<file path="config.mk">
export PLATFORM = sky130hd
export DESIGN_NAME = tug_scorer_flat
export DESIGN_NICKNAME = d
export VERILOG_FILES = /design/src/rtl/tug_scorer_if.sv /design/src/rtl/tug_scorer.sv /design/src/flat_wrapper.sv
export SDC_FILE = /design/constraint.sdc
export NUM_CORES = 1
export LEC_CHECK = 0
export BUFFER_PORTS_ARGS = -buffer_cell sky130_fd_sc_hd__buf_2
export CAP_MARGIN = 15
export CORE_ASPECT_RATIO = 1.25
export CORE_MARGIN = 4
export CORE_UTILIZATION = 45
export CTS_BUF_LIST = sky130_fd_sc_hd__clkbuf_8
export DETAILED_ROUTE_END_ITERATION = 8
export GPL_TIMING_DRIVEN = 0
export PLACE_DENSITY = 0.65
export SYNTH_ARGS = -nofsm -noshare
export SYNTH_HDL_FRONTEND = slang
export SYNTH_SLANG_ARGS = --single-unit
</file>
<file path="constraint.sdc">
create_clock -name clk -period 6.1 [get_ports clk]
set_input_delay 0.61 -clock clk [delete_from_list [all_inputs] [get_ports clk]]
set_output_delay 0.61 -clock clk [all_outputs]
set_load 0.05 [all_outputs]
</file>
<file path="src/rtl/tug_scorer_if.sv">
// Signal bundle between the round/push-detect logic and the tug-of-war scorer.
// The master side drives the round results; the slave side (the scorer) drives the display and match status.
interface tug_scorer_if #(
  parameter int DEPTH = 3
);
  logic               winrnd;
  logic               right;
  logic               leds_on;
  logic               new_match;
  logic [2*DEPTH:0]   score;
  logic [3:0]         wins_l;
  logic [3:0]         wins_r;
  logic               game_over;
  logic               match_over;
  logic               match_winner_right;
  logic               error;

  modport master (
    output winrnd, right, leds_on, new_match,
    input  score, wins_l, wins_r, game_over, match_over, match_winner_right, error
  );

  modport slave (
    input  winrnd, right, leds_on, new_match,
    output score, wins_l, wins_r, game_over, match_over, match_winner_right, error
  );
endinterface

</file>
<file path="src/rtl/tug_scorer.sv">
// Tug-of-war scorer with match play: marker position, game-win hold, per-side game counters.
// Optional feature macro: FAVOUR_LOSER_EN (two-step recovery from either edge position on a proper push).
module tug_scorer #(
  parameter int DEPTH        = 3,
  parameter int HOLD_CYCLES  = 8,
  parameter int GAMES_TO_WIN = 2
) (
  input  logic         clk,
  input  logic         rst,
  tug_scorer_if.slave  bus
);

  localparam int SW  = 2 * DEPTH + 1;
  localparam int PW  = 6;
  localparam int HCW = $clog2(HOLD_CYCLES + 1);

  localparam logic signed [PW-1:0] POS_WIN   = PW'(DEPTH + 1);
  localparam logic signed [PW-1:0] POS_NWIN  = -POS_WIN;
  localparam logic signed [PW-1:0] POS_EDGE  = PW'(DEPTH);
  localparam logic signed [PW-1:0] POS_NEDGE = -POS_EDGE;
  localparam logic signed [PW-1:0] POS_ONE   = PW'(1);
  localparam logic signed [PW-1:0] POS_MONE  = -POS_ONE;
  localparam logic signed [PW-1:0] POS_TWO   = PW'(2);
  localparam logic signed [PW-1:0] POS_MTWO  = -POS_TWO;
  localparam logic [HCW-1:0]       HOLD_LAST = HCW'(HOLD_CYCLES - 1);
  localparam logic [3:0]           GTW       = 4'(GAMES_TO_WIN);

  typedef enum logic [1:0] {S_PLAY, S_HOLD, S_DONE, S_ERR} state_t;

  state_t                 state_q, state_d;
  logic signed [PW-1:0]   pos_q, pos_d;
  logic [HCW-1:0]         hold_q, hold_d;
  logic [3:0]             wins_l_q, wins_l_d;
  logic [3:0]             wins_r_q, wins_r_d;
  logic                   game_over_q, game_over_d;

  logic                   mr_s;
  logic                   pos_oor_s;
  logic                   right_win_s;
  logic                   error_s;
  logic signed [PW-1:0]   step_s;
  logic signed [PW-1:0]   pos_nxt_s;
  logic [SW-1:0]          score_s;

  // A jump-the-light moves the marker against whoever jumped.
  assign mr_s        = (bus.right & bus.leds_on) | (~bus.right & ~bus.leds_on);
  assign pos_oor_s   = (pos_q > POS_WIN) || (pos_q < POS_NWIN);
  assign right_win_s = ~pos_q[PW-1];
  assign error_s     = (state_q == S_ERR) || pos_oor_s;

  // State, position, hold counter, game counters and game_over pulse
  always_ff @(posedge clk or posedge rst) begin
    if (rst) begin
      state_q     <= S_PLAY;
      pos_q       <= '0;
      hold_q      <= '0;
      wins_l_q    <= 4'd0;
      wins_r_q    <= 4'd0;
      game_over_q <= 1'b0;
    end else begin
      state_q     <= state_d;
      pos_q       <= pos_d;
      hold_q      <= hold_d;
      wins_l_q    <= wins_l_d;
      wins_r_q    <= wins_r_d;
      game_over_q <= game_over_d;
    end
  end

  // Next-state logic for the play/hold/done/error controller
  always_comb begin
    state_d     = state_q;
    pos_d       = pos_q;
    hold_d      = hold_q;
    wins_l_d    = wins_l_q;
    wins_r_d    = wins_r_q;
    game_over_d = 1'b0;
`ifdef FAVOUR_LOSER_EN
    if (bus.leds_on && mr_s && (pos_q == POS_NEDGE)) begin
      step_s = POS_TWO;
    end else if (bus.leds_on && !mr_s && (pos_q == POS_EDGE)) begin
      step_s = POS_MTWO;
    end else begin
      step_s = mr_s ? POS_ONE : POS_MONE;
    end
`else
    step_s = mr_s ? POS_ONE : POS_MONE;
`endif
    pos_nxt_s = pos_q + step_s;

    if (bus.new_match) begin
      state_d  = S_PLAY;
      pos_d    = '0;
      hold_d   = '0;
      wins_l_d = 4'd0;
      wins_r_d = 4'd0;
    end else if (pos_oor_s) begin
      state_d = S_ERR;
    end else begin
      case (state_q)
        S_PLAY: begin
          if (bus.winrnd) begin
            pos_d = pos_nxt_s;
            if ((pos_nxt_s == POS_WIN) || (pos_nxt_s == POS_NWIN)) begin
              state_d     = S_HOLD;
              hold_d      = '0;
              game_over_d = 1'b1;
            end else begin
              state_d = S_PLAY;
            end
          end else begin
            state_d = S_PLAY;
          end
        end
        S_HOLD: begin
          if (hold_q == HOLD_LAST) begin
            hold_d = '0;
            if (right_win_s) begin
              wins_r_d = wins_r_q + 4'd1;
            end else begin
              wins_l_d = wins_l_q + 4'd1;
            end
            // Position is kept on match end so the final win pattern stays displayed.
            if ((wins_r_d == GTW) || (wins_l_d == GTW)) begin
              state_d = S_DONE;
            end else begin
              state_d = S_PLAY;
              pos_d   = '0;
            end
          end else begin
            hold_d = hold_q + HCW'(1);
          end
        end
        S_DONE:  state_d = S_DONE;
        S_ERR:   state_d = S_ERR;
        default: state_d = S_ERR;
      endcase
    end
  end

  // Score LED decode from the registered state and position
  always_comb begin
    score_s = '0;
    if (error_s) begin
      for (int i = 0; i < SW; i++) score_s[i] = ~i[0];
    end else begin
      case (state_q)
        S_PLAY: begin
          for (int i = 0; i < SW; i++) score_s[i] = (pos_q == PW'(DEPTH - i));
        end
        S_HOLD, S_DONE: begin
          for (int i = 0; i < SW; i++) score_s[i] = right_win_s ? (i < DEPTH) : (i > DEPTH);
        end
        default: score_s = '0;
      endcase
    end
  end

  assign bus.score              = score_s;
  assign bus.wins_l             = wins_l_q;
  assign bus.wins_r             = wins_r_q;
  assign bus.game_over          = game_over_q;
  assign bus.match_over         = (state_q == S_DONE) && !error_s;
  assign bus.match_winner_right = (state_q == S_DONE) && !error_s && right_win_s;
  assign bus.error              = error_s;

endmodule

</file>
<file path="src/flat_wrapper.sv">
// flat-port wrapper written by rule: the top's interface ports become plain ports
module tug_scorer_flat 
#(
  parameter int DEPTH        = 3,
  parameter int HOLD_CYCLES  = 8,
  parameter int GAMES_TO_WIN = 2
)
  (clk, rst, bus_winrnd, bus_right, bus_leds_on, bus_new_match, bus_score, bus_wins_l, bus_wins_r, bus_game_over, bus_match_over, bus_match_winner_right, bus_error);
  tug_scorer_if #(.DEPTH(DEPTH)) bus_i ();
  input  logic clk;
  input  logic rst;
  input wire logic [$bits(bus_i.winrnd)-1:0] bus_winrnd;
  input wire logic [$bits(bus_i.right)-1:0] bus_right;
  input wire logic [$bits(bus_i.leds_on)-1:0] bus_leds_on;
  input wire logic [$bits(bus_i.new_match)-1:0] bus_new_match;
  output wire logic [$bits(bus_i.score)-1:0] bus_score;
  output wire logic [$bits(bus_i.wins_l)-1:0] bus_wins_l;
  output wire logic [$bits(bus_i.wins_r)-1:0] bus_wins_r;
  output wire logic [$bits(bus_i.game_over)-1:0] bus_game_over;
  output wire logic [$bits(bus_i.match_over)-1:0] bus_match_over;
  output wire logic [$bits(bus_i.match_winner_right)-1:0] bus_match_winner_right;
  output wire logic [$bits(bus_i.error)-1:0] bus_error;
  assign bus_i.winrnd = bus_winrnd;
  assign bus_i.right = bus_right;
  assign bus_i.leds_on = bus_leds_on;
  assign bus_i.new_match = bus_new_match;
  assign bus_score = bus_i.score;
  assign bus_wins_l = bus_i.wins_l;
  assign bus_wins_r = bus_i.wins_r;
  assign bus_game_over = bus_i.game_over;
  assign bus_match_over = bus_i.match_over;
  assign bus_match_winner_right = bus_i.match_winner_right;
  assign bus_error = bus_i.error;
  tug_scorer #(.DEPTH(DEPTH), .HOLD_CYCLES(HOLD_CYCLES), .GAMES_TO_WIN(GAMES_TO_WIN)) u_core (.clk(clk), .rst(rst), .bus(bus_i));
endmodule
</file>
== Word-level counts from Yosys, hierarchy flattened ==
Index checks and enable logic that the tools add are counted.

* Output and inout port bits: 19
* Register bits after elaboration: 21

* Equality and inequality tests: 20
* Order comparisons: 2
* Bitwise logic cells: 6
* Add/sub/neg operators: 4
* Reductions and logical operators: 16
* Multiplexer cells: 47

{| class="wikitable"
|+ Operators by type and width
! operator !! count
|-
| $mux W4 || 23
|-
| $mux W6 || 6
|-
| $eq A6 B3 Y1 const B || 4
|-
| $pmux W7 S2 || 1
|-
| $add A4 B1 Y4 const B || 3
|-
| $eq A6 B2 Y1 const B || 2
|-
| $pmux W6 S2 || 1
|-
| $mux W1 || 9
|-
| $eq A4 B2 Y1 const B || 2
|-
| $mux W2 || 4
|-
| $pmux W2 S4 || 1
|-
| $pmux W4 S2 || 1
|-
| $mux W7 || 1
|-
| $add A6 B6 Y6 || 1
|-
| $eq A6 B1 Y1 const B || 1
|-
| $eq A6 B4 Y1 const B || 1
|-
| $gt A6 B4 Y1 const B || 1
|-
| $logic_not A6 Y1 || 1
|-
| $lt A6 B3 Y1 const B || 1
|-
| $ne A3 B2 Y1 const B || 2
|-
| $ne A3 B3 Y1 const B || 2
|-
| $reduce_and A5 Y1 || 1
|-
| $eq A2 B2 Y1 const B || 2
|-
| $eq A4 B3 Y1 const B || 1
|-
| other kinds (15) || 23
|}

== Longest topological paths before layout ==
Gate-level depths: netlist of the first run.

* Depth in word-level cells: 13
* Mapped depth: 10
* Gate-level depth less buffers: 10

== Least setup slack after synthesis of the first run ==
Ideal clock, no wire load.

* Path type: register to output
* Start: reg u_core.pos_q[1]
* End: out bus_score[3]
* Arrival: 2.879 ns
* Path slack: 2.611 ns
* Required time: 5.490 ns
* Cell stages (with the launch flop): 7
* Path buffers: 2
* Cells stage by stage: dfrtp_1 > buf_2 > o21a_1 > o41ai_1 > nand2b_1 > clkbuf_1 > nor3_1

* Cells in the longest elaborated chain, start to end: 4

{| class="wikitable"
|+ RTL lines
! element !! RTL line !! source
|-
| from (decl) || tug_scorer.sv:31 || <nowiki>logic signed [PW-1:0] pos_q, pos_d;</nowiki>
|-
| from (signal assigned) || tug_scorer.sv:62 || <nowiki>pos_q <= pos_d;</nowiki>
|-
| $gt A6 B4 Y1 / $lt A6 B3 Y1 (equally long branches) || tug_scorer.sv:47 || <nowiki>assign pos_oor_s = (pos_q > POS_WIN) || (pos_q < POS_NWIN);</nowiki>
|-
| $logic_or A1 B1 Y1 * || tug_scorer.sv:47 ||
|-
| $logic_or A1 B1 Y1 * || tug_scorer.sv:49 || <nowiki>assign error_s = (state_q == S_ERR) || pos_oor_s;</nowiki>
|-
| net bus_error || flat_wrapper.sv:22 || <nowiki>output wire logic [$bits(bus_i.error)-1:0] bus_error;</nowiki>
|-
| $mux W7 * || tug_scorer.sv:144 || <nowiki>if (error_s) begin</nowiki>
|-
| to (decl) || flat_wrapper.sv:16 || <nowiki>output wire logic [$bits(bus_i.score)-1:0] bus_score;</nowiki>
|}

Mark *: on every way through the listed nets, which the timed path passes. The rest lies on a longest branch.

== Worst setup path in the final report of the first run ==
* Start: in bus_leds_on
* End: reg u_core.hold_q[0]

* Cells in the longest elaborated chain, start to end: 9

{| class="wikitable"
|+ RTL lines
! element !! RTL line !! source
|-
| from (decl) || flat_wrapper.sv:14 || <nowiki>input wire logic [$bits(bus_i.leds_on)-1:0] bus_leds_on;</nowiki>
|-
| $not A1 Y1 || tug_scorer.sv:46 || <nowiki>assign mr_s = (bus.right & bus.leds_on) | (~bus.right & ~bus.leds_on);</nowiki>
|-
| $and A1 B1 Y1 || tug_scorer.sv:46 ||
|-
| $or A1 B1 Y1 * || tug_scorer.sv:46 ||
|-
| $mux W6 * || tug_scorer.sv:87 || <nowiki>step_s = mr_s ? POS_ONE : POS_MONE;</nowiki>
|-
| $add A6 B6 Y6 * || tug_scorer.sv:89 || <nowiki>pos_nxt_s = pos_q + step_s;</nowiki>
|-
| $eq A6 B4 Y1 / $eq A6 B3 Y1 (equally long branches) || tug_scorer.sv:104 || <nowiki>if ((pos_nxt_s == POS_WIN) || (pos_nxt_s == POS_NWIN)) begin</nowiki>
|-
| $logic_or A1 B1 Y1 * || tug_scorer.sv:104 ||
|-
| $ne A3 B2 Y1 (no source line) * || -- ||
|-
| $reduce_and A4 Y1 (no source line) * || -- ||
|-
| to (signal assigned) || tug_scorer.sv:63 || <nowiki>hold_q <= hold_d;</nowiki>
|-
| to (decl) || tug_scorer.sv:32 || <nowiki>logic [HCW-1:0] hold_q, hold_d;</nowiki>
|}

Mark *: on every way between the ends. The rest lies on a longest branch, timed or not.
A chain may end at the register's enable or synchronous reset.

==> impl_metrics.env, run 1 <==
export IMPL_root_buffer="clkbuf_8"
export IMPL_ant_nets=0
export IMPL_hp_class="in -> async"
export IMPL_yosysSeqAreaShare_pct=30.81
export IMPL_clockPowerShare_pct=8.8
export IMPL_netlist_area_sq_um=1705
export IMPL_ys_ff_latch=21
export IMPL_synth_warning_count=0
export IMPL_nNetsFinal=244
export IMPL_htree_levels=1
export IMPL_crit_path_end_kind="flip-flop"
export IMPL_p_sw_share_pct=57.78
export IMPL_ir_drop_mv=0.2402
export IMPL_syn_area_per_cell_sq_um=8.570
export IMPL_cts_tree="done"
export IMPL_multiInputGateArea_sq_um=1089
export IMPL_reg2reg_to="u_core.hold_q[0]"
export IMPL_routed_wl_um=3895
export IMPL_yosys_area_top_type="dfrtp_1"
export IMPL_drc=0
export IMPL_holdBufCountCts=0
export IMPL_hpwl_um=2957
export IMPL_run_status="finished, final reports clean"
export IMPL_cp_start_kind="input port"
export IMPL_p_comb_share_pct=73.3
export IMPL_wl_per_cell_um=14.70
export IMPL_port_buffers=23
export IMPL_clk_pin_slew_ns=0.08
export IMPL_post_route_period_util_pct=53.63
export IMPL_total_leakage_power_uw=0.0009099
export IMPL_drt_iter0_drc=77
export IMPL_synth_edf_count=0
export IMPL_ys_flop_type="dfrtp_1"
export IMPL_finalSetupTns_ns=0
export IMPL_drtPass1Iterations=4
export IMPL_worst_pin_slew_ns=0.8383
export IMPL_area_delta_synth_final_pct=12.33
export IMPL_dp_slack_ns=2.555
export IMPL_cts_max_path_buffers=2
export IMPL_clock_sinks=21
export IMPL_relSlewSlack_pct=44.05
export IMPL_regToRegStartpoint="u_core.pos_q[1]"
export IMPL_synthArstFlopShare_pct=100.0
export IMPL_clkLatencyLatePin_ns=0.26
export IMPL_synth_area_top_cells="dfrtp_1, ha_1, nor2_1"
export IMPL_layout_min_cycle_time_ns=3.271
export IMPL_netlist_area_leader_share_pct=30.81
export IMPL_layout_drive_gt1_share_pct=19.91
export IMPL_die_w_um=63.06
export IMPL_first_global_vias=1537
export IMPL_setup_ws_ns=2.829
export IMPL_syn_nets=216
export IMPL_cp_required_ns=6.25
export IMPL_path_class="in -> reg"
export IMPL_cts_made_buffers=3
export IMPL_coreArea_sq_um=3573
export IMPL_die_area_sq_um=4845
export IMPL_finalMaxSlewViolations=0
export IMPL_p_int_uw=440.7
export IMPL_post_cts_buffers=0
export IMPL_diodes=0
export IMPL_rows=24
export IMPL_worstPathMaxFanout=9
export IMPL_r2r_cells=10
export IMPL_vias_per_cell=5.864
export IMPL_pwr_share_seq_pct=17.9
export IMPL_fp_dieH_um=76.83
export IMPL_grt_use_total_pct=17.55
export IMPL_fillCellCount=368
export IMPL_grt_max_degree=22
export IMPL_post_cts_resized=0
export IMPL_timing_fmax_mhz=305.7
export IMPL_regArea_sq_um=525.5
export IMPL_initial_core_util_pct=47.72
export IMPL_antenna_found_initial=0
export IMPL_overflow=0
export IMPL_switching_power_uw=603.1
export IMPL_max_cap_violations=0
export IMPL_r2r_setup_slack_ns=3.26
export IMPL_rsz0062_at_grt="false"
export IMPL_synth_cell_type_count=59
export IMPL_via_count=1554
export IMPL_netlist_instances=199
export IMPL_grt_pass1_wl_um=7038
export IMPL_ioPinCount=25
export IMPL_setup_violations=0
export IMPL_hold_viol=0
export IMPL_clock_skew_ns=0.001530
export IMPL_p_per_area_nw_per_um2=544.9
export IMPL_cp_arrival_ns=3.42
export IMPL_power_uw=1044
export IMPL_place_gp_congestion=0.8638
## worst max path at each step
stage | from | cells past startpoint | slack (ns) | to
floorplan | u_core.pos_q[1] | 6 | 2.61 | bus_score[3]
global placement | bus_leds_on | 11 | 2.54 | u_core.hold_q[0]
detailed placement | bus_leds_on | 11 | 2.55 | u_core.hold_q[0]
CTS | bus_leds_on | 11 | 2.82 | u_core.hold_q[0]
global route | u_core.pos_q[2] | 8 | 2.57 | bus_score[6]
finish | bus_leds_on | 11 | 2.83 | u_core.hold_q[0]
## power by group through the flow
stage	logic (uW)	clock network (uW)	registers, uW
2_1_floorplan	616	0	183
3_3_place_gp	759	0	189
3_5_place_dp	763	0	190
4_1_cts	765	95.4	187
5_1_grt	835	104	190
6_report	765	92.1	187
## flip-flops by register name (all words and copies together), names as in the netlist
| register | count |
|---|---|
| u_core.bus.wins_r | 4 |
| u_core.state_q | 2 |
| u_core.pos_q | 6 |
| u_core.bus.wins_l | 4 |
| u_core.hold_q | 4 |
| u_core.bus.game_over | 1 |
## routing by layer
layer,routed length (um),global-route usage [%],share of wire (%)
met5,0,0,0
met4,35,3.974,0.90
met3,169,3.070,4.3
met2,1862,30.31,48
met1,1828,22.57,47
## layout make-up
cell class	instances	area share, %
clock buffer	3	2.155
multi-input combinational	157	56.83
inverter	12	2.482
buffer	9	2.286
tap	39	2.547
clock inverter	1	0.2613
sequential	21	27.43
timing repair buffer	23	6.009
## critical path, stage by stage
cell and delay, ns:
buf_2 0.11, xnor2_2 0.35, inv_4 0.11, ha_1 0.29, or4_4 0.56, o221ai_1 0.19, o211ai_1 0.20, a211oi_2 0.24
a2bb2oi_2 0.13, a21oi_2 0.26, mux2_1 0.35
## Yosys cell counts (5+ instances only)
| library cell | number |
|---|---|
| nand3_1 | 6 |
| nor2_1 | 26 |
| clkbuf_1 | 5 |
| nor2b_1 | 7 |
| nand2_1 | 10 |
| a21oi_1 | 12 |
| xor2_1 | 5 |
| xnor2_1 | 7 |
| o21ai_0 | 11 |
| inv_1 | 11 |
| dfrtp_1 | 21 |
| ha_1 | 11 |
## stage by stage
| step | std cells | hold slack [ns] | util [%] | cell area (sq um) |
|---|---|---|---|---|
| 2_1_floorplan | 199 | 0.5001 | - | 1705 |
| 5_1_grt | 265 | 0.5788 | 53.61 | 1916 |
| 6_report | 265 | 0.5051 | 53.61 | 1916 |
| 3_3_place_gp | 261 | 0.5271 | 52.31 | 1869 |
| 4_1_cts | 265 | 0.5494 | 53.61 | 1916 |
| 3_5_place_dp | 261 | 0.5394 | 52.31 | 1869 |
## cell families after synthesis
logic type / Yosys count / synth area share, %
DFF: 21 / 30.81
buffers and inverters: 21 / 5.356
and+or+nand+nor: 72 / 22.08
xor gates and xnor gates: 13 / 7.117
adders and majority gates: 11 / 8.070
AOI/OAI and AO/OA: 57 / 24.07
muxes: 4 / 2.494
## cells in the final DEF (no fill, tap or decap), types with 3 or more instances in the layout
cell / n
nor2_1: 26
buf_2: 25
dfrtp_1: 21
a21oi_1: 12
inv_1: 11
o21ai_0: 11
ha_1: 11
nand2_1: 10
nor2b_1: 7
xnor2_1: 7
nand3_1: 6
clkbuf_1: 5
xor2_1: 5
a211oi_1: 3
a211o_1: 3
a22o_1: 3
nor3_1: 3
clkbuf_8: 3
(Power assumes the default switching activity.)
==> run 2: changes to the inputs <==
PLACE_DENSITY = 0.68   (was 0.65)
clock period = 2.84 ns   (was 6.1 ns; I/O delays follow)
==> impl_metrics.env, run 2 (synthesized netlist as in run 1, its figures left out) <==
export IMPL_largest_register_ffs=6
export IMPL_setup_ws_ns=0.09767
export IMPL_worst_pin_slew_ns=0.8425
export IMPL_initial_core_util_pct=47.72
export IMPL_ir_drop_mv=0.6821
export IMPL_htree_levels=1
export IMPL_r2r_setup_slack_ns=0.1
export IMPL_drtPass1Iterations=4
export IMPL_drt_iter0_drc=56
export IMPL_grt_max_degree=22
export IMPL_crit_path_end_kind="flip-flop"
export IMPL_path_class="reg -> reg"
export IMPL_grt_pass1_wl_um=6720
export IMPL_r2r_cells=8
export IMPL_dp_slack_ns=-0.3948
export IMPL_hold_viol=0
export IMPL_cts_max_path_buffers=2
export IMPL_ant_nets=0
export IMPL_clock_skew_ns=0.008128
export IMPL_die_w_um=63.06
export IMPL_overflow=0
export IMPL_max_cap_violations=0
export IMPL_cp_required_ns=2.99
export IMPL_antenna_found_initial=0
export IMPL_cp_start_kind="flip-flop"
export IMPL_diodes=0
export IMPL_worstPathMaxFanout=7
export IMPL_layout_min_cycle_time_ns=2.742
export IMPL_coreArea_sq_um=3573
export IMPL_finalSetupTns_ns=0
export IMPL_finalMaxSlewViolations=0
export IMPL_cts_made_buffers=3
export IMPL_port_buffers=23
export IMPL_setup_violations=0
export IMPL_ioPinCount=25
export IMPL_area_delta_synth_final_pct=20.32
export IMPL_top_register="u_core.pos_q"
export IMPL_p_per_area_nw_per_um2=1175
export IMPL_drc=0
export IMPL_root_buffer="clkbuf_8"
export IMPL_timing_fmax_mhz=364.7
export IMPL_clk_pin_slew_ns=0.09
export IMPL_total_leakage_power_uw=0.0009568
export IMPL_relSlewSlack_pct=43.77
export IMPL_rows=24
export IMPL_vias_per_cell=5.775
export IMPL_via_count=1565
export IMPL_run_status="finished, final reports clean"
export IMPL_grt_use_total_pct=16.82
export IMPL_clkLatencyLatePin_ns=0.27
export IMPL_layout_drive_gt1_share_pct=25.86
export IMPL_routed_wl_um=4001
export IMPL_hp_class="in -> async"
export IMPL_cts_tree="done"
export IMPL_place_gp_congestion=0.7749
export IMPL_post_route_period_util_pct=96.56
export IMPL_die_area_sq_um=4845
export IMPL_clock_sinks=21
export IMPL_first_global_vias=1481
export IMPL_cp_arrival_ns=2.89
export IMPL_fin_util_pct=57.42
export IMPL_power_uw=2411
export IMPL_mostFrequentLayoutCell="nor2_1"
export IMPL_fin_hold_ws_ns=0.1728
export IMPL_fp_dieH_um=76.83
export IMPL_wl_per_cell_um=14.76
export IMPL_hpwl_um=2885
export IMPL_nNetsFinal=250
export IMPL_final_cell_mix="nor2_1, buf_2, dfrtp_1, a21oi_1"
## run 2: timing repair
item	in CTS	in global routing
endpoints found under the setup margin	6	7
buffers inserted	0	7
resized for setup	2	11
pin swaps	1	6
hold buffers	0	0
## run 2: path summary, 6_finish.rpt
path                                       start                 to
worst max-delay path             u_core.pos_q[3]   u_core.hold_q[0]
worst min-delay path                         rst    u_core.pos_q[5]
worst max register to register   u_core.pos_q[3]   u_core.hold_q[0]
worst min register to register  u_core.hold_q[1]   u_core.hold_q[1]
max in group asynchronous                    rst    u_core.pos_q[3]
min in group clk                      bus_winrnd  u_core.state_q[0]
## run 2: critical path, cell delays in order, from the launching register on
cell	delay [ns]
dfrtp_2	0.45
ha_2	0.24
or4_4	0.54
o221ai_1	0.19
o211ai_1	0.23
a211oi_4	0.32
a2bb2oi_4	0.11
a21oi_4	0.20
mux2_1	0.34
## run 2: per-stage QoR
stage	cells	instance area [sq um]
final	271	2052
after global routing	271	2052
after CTS	265	1944
after detailed placement	261	1879
after global placement	261	1879
after floorplan	199	1715
## run 2: layer usage
layer	global-route usage, %	up-vias	share of wire (%)
li1	-	777	-
met1	19.60	754	45
met2	31.15	24	50
met3	2.485	10	2.9
met4	5.077	0	1.9
met5	0	-	0
## run 2: area by class of cell
type | count | area (sq um)
fillers | 335 | 1521
multi-input cells | 157 | 1172
plain buffers | 8 | 42.54
clock buffers | 3 | 41.29
well taps | 39 | 48.80
repair buffers | 30 | 167.7
inverters | 12 | 47.55
flip-flops and latches | 21 | 526.8
clock inverters | 1 | 5.005
## run 2: power by group
| group | switching, uW | internal [uW] |
|---|---|---|
| Clock | 108 | 98.1 |
| Sequential | 74.4 | 351 |
| Combinational | 1190 | 593 |
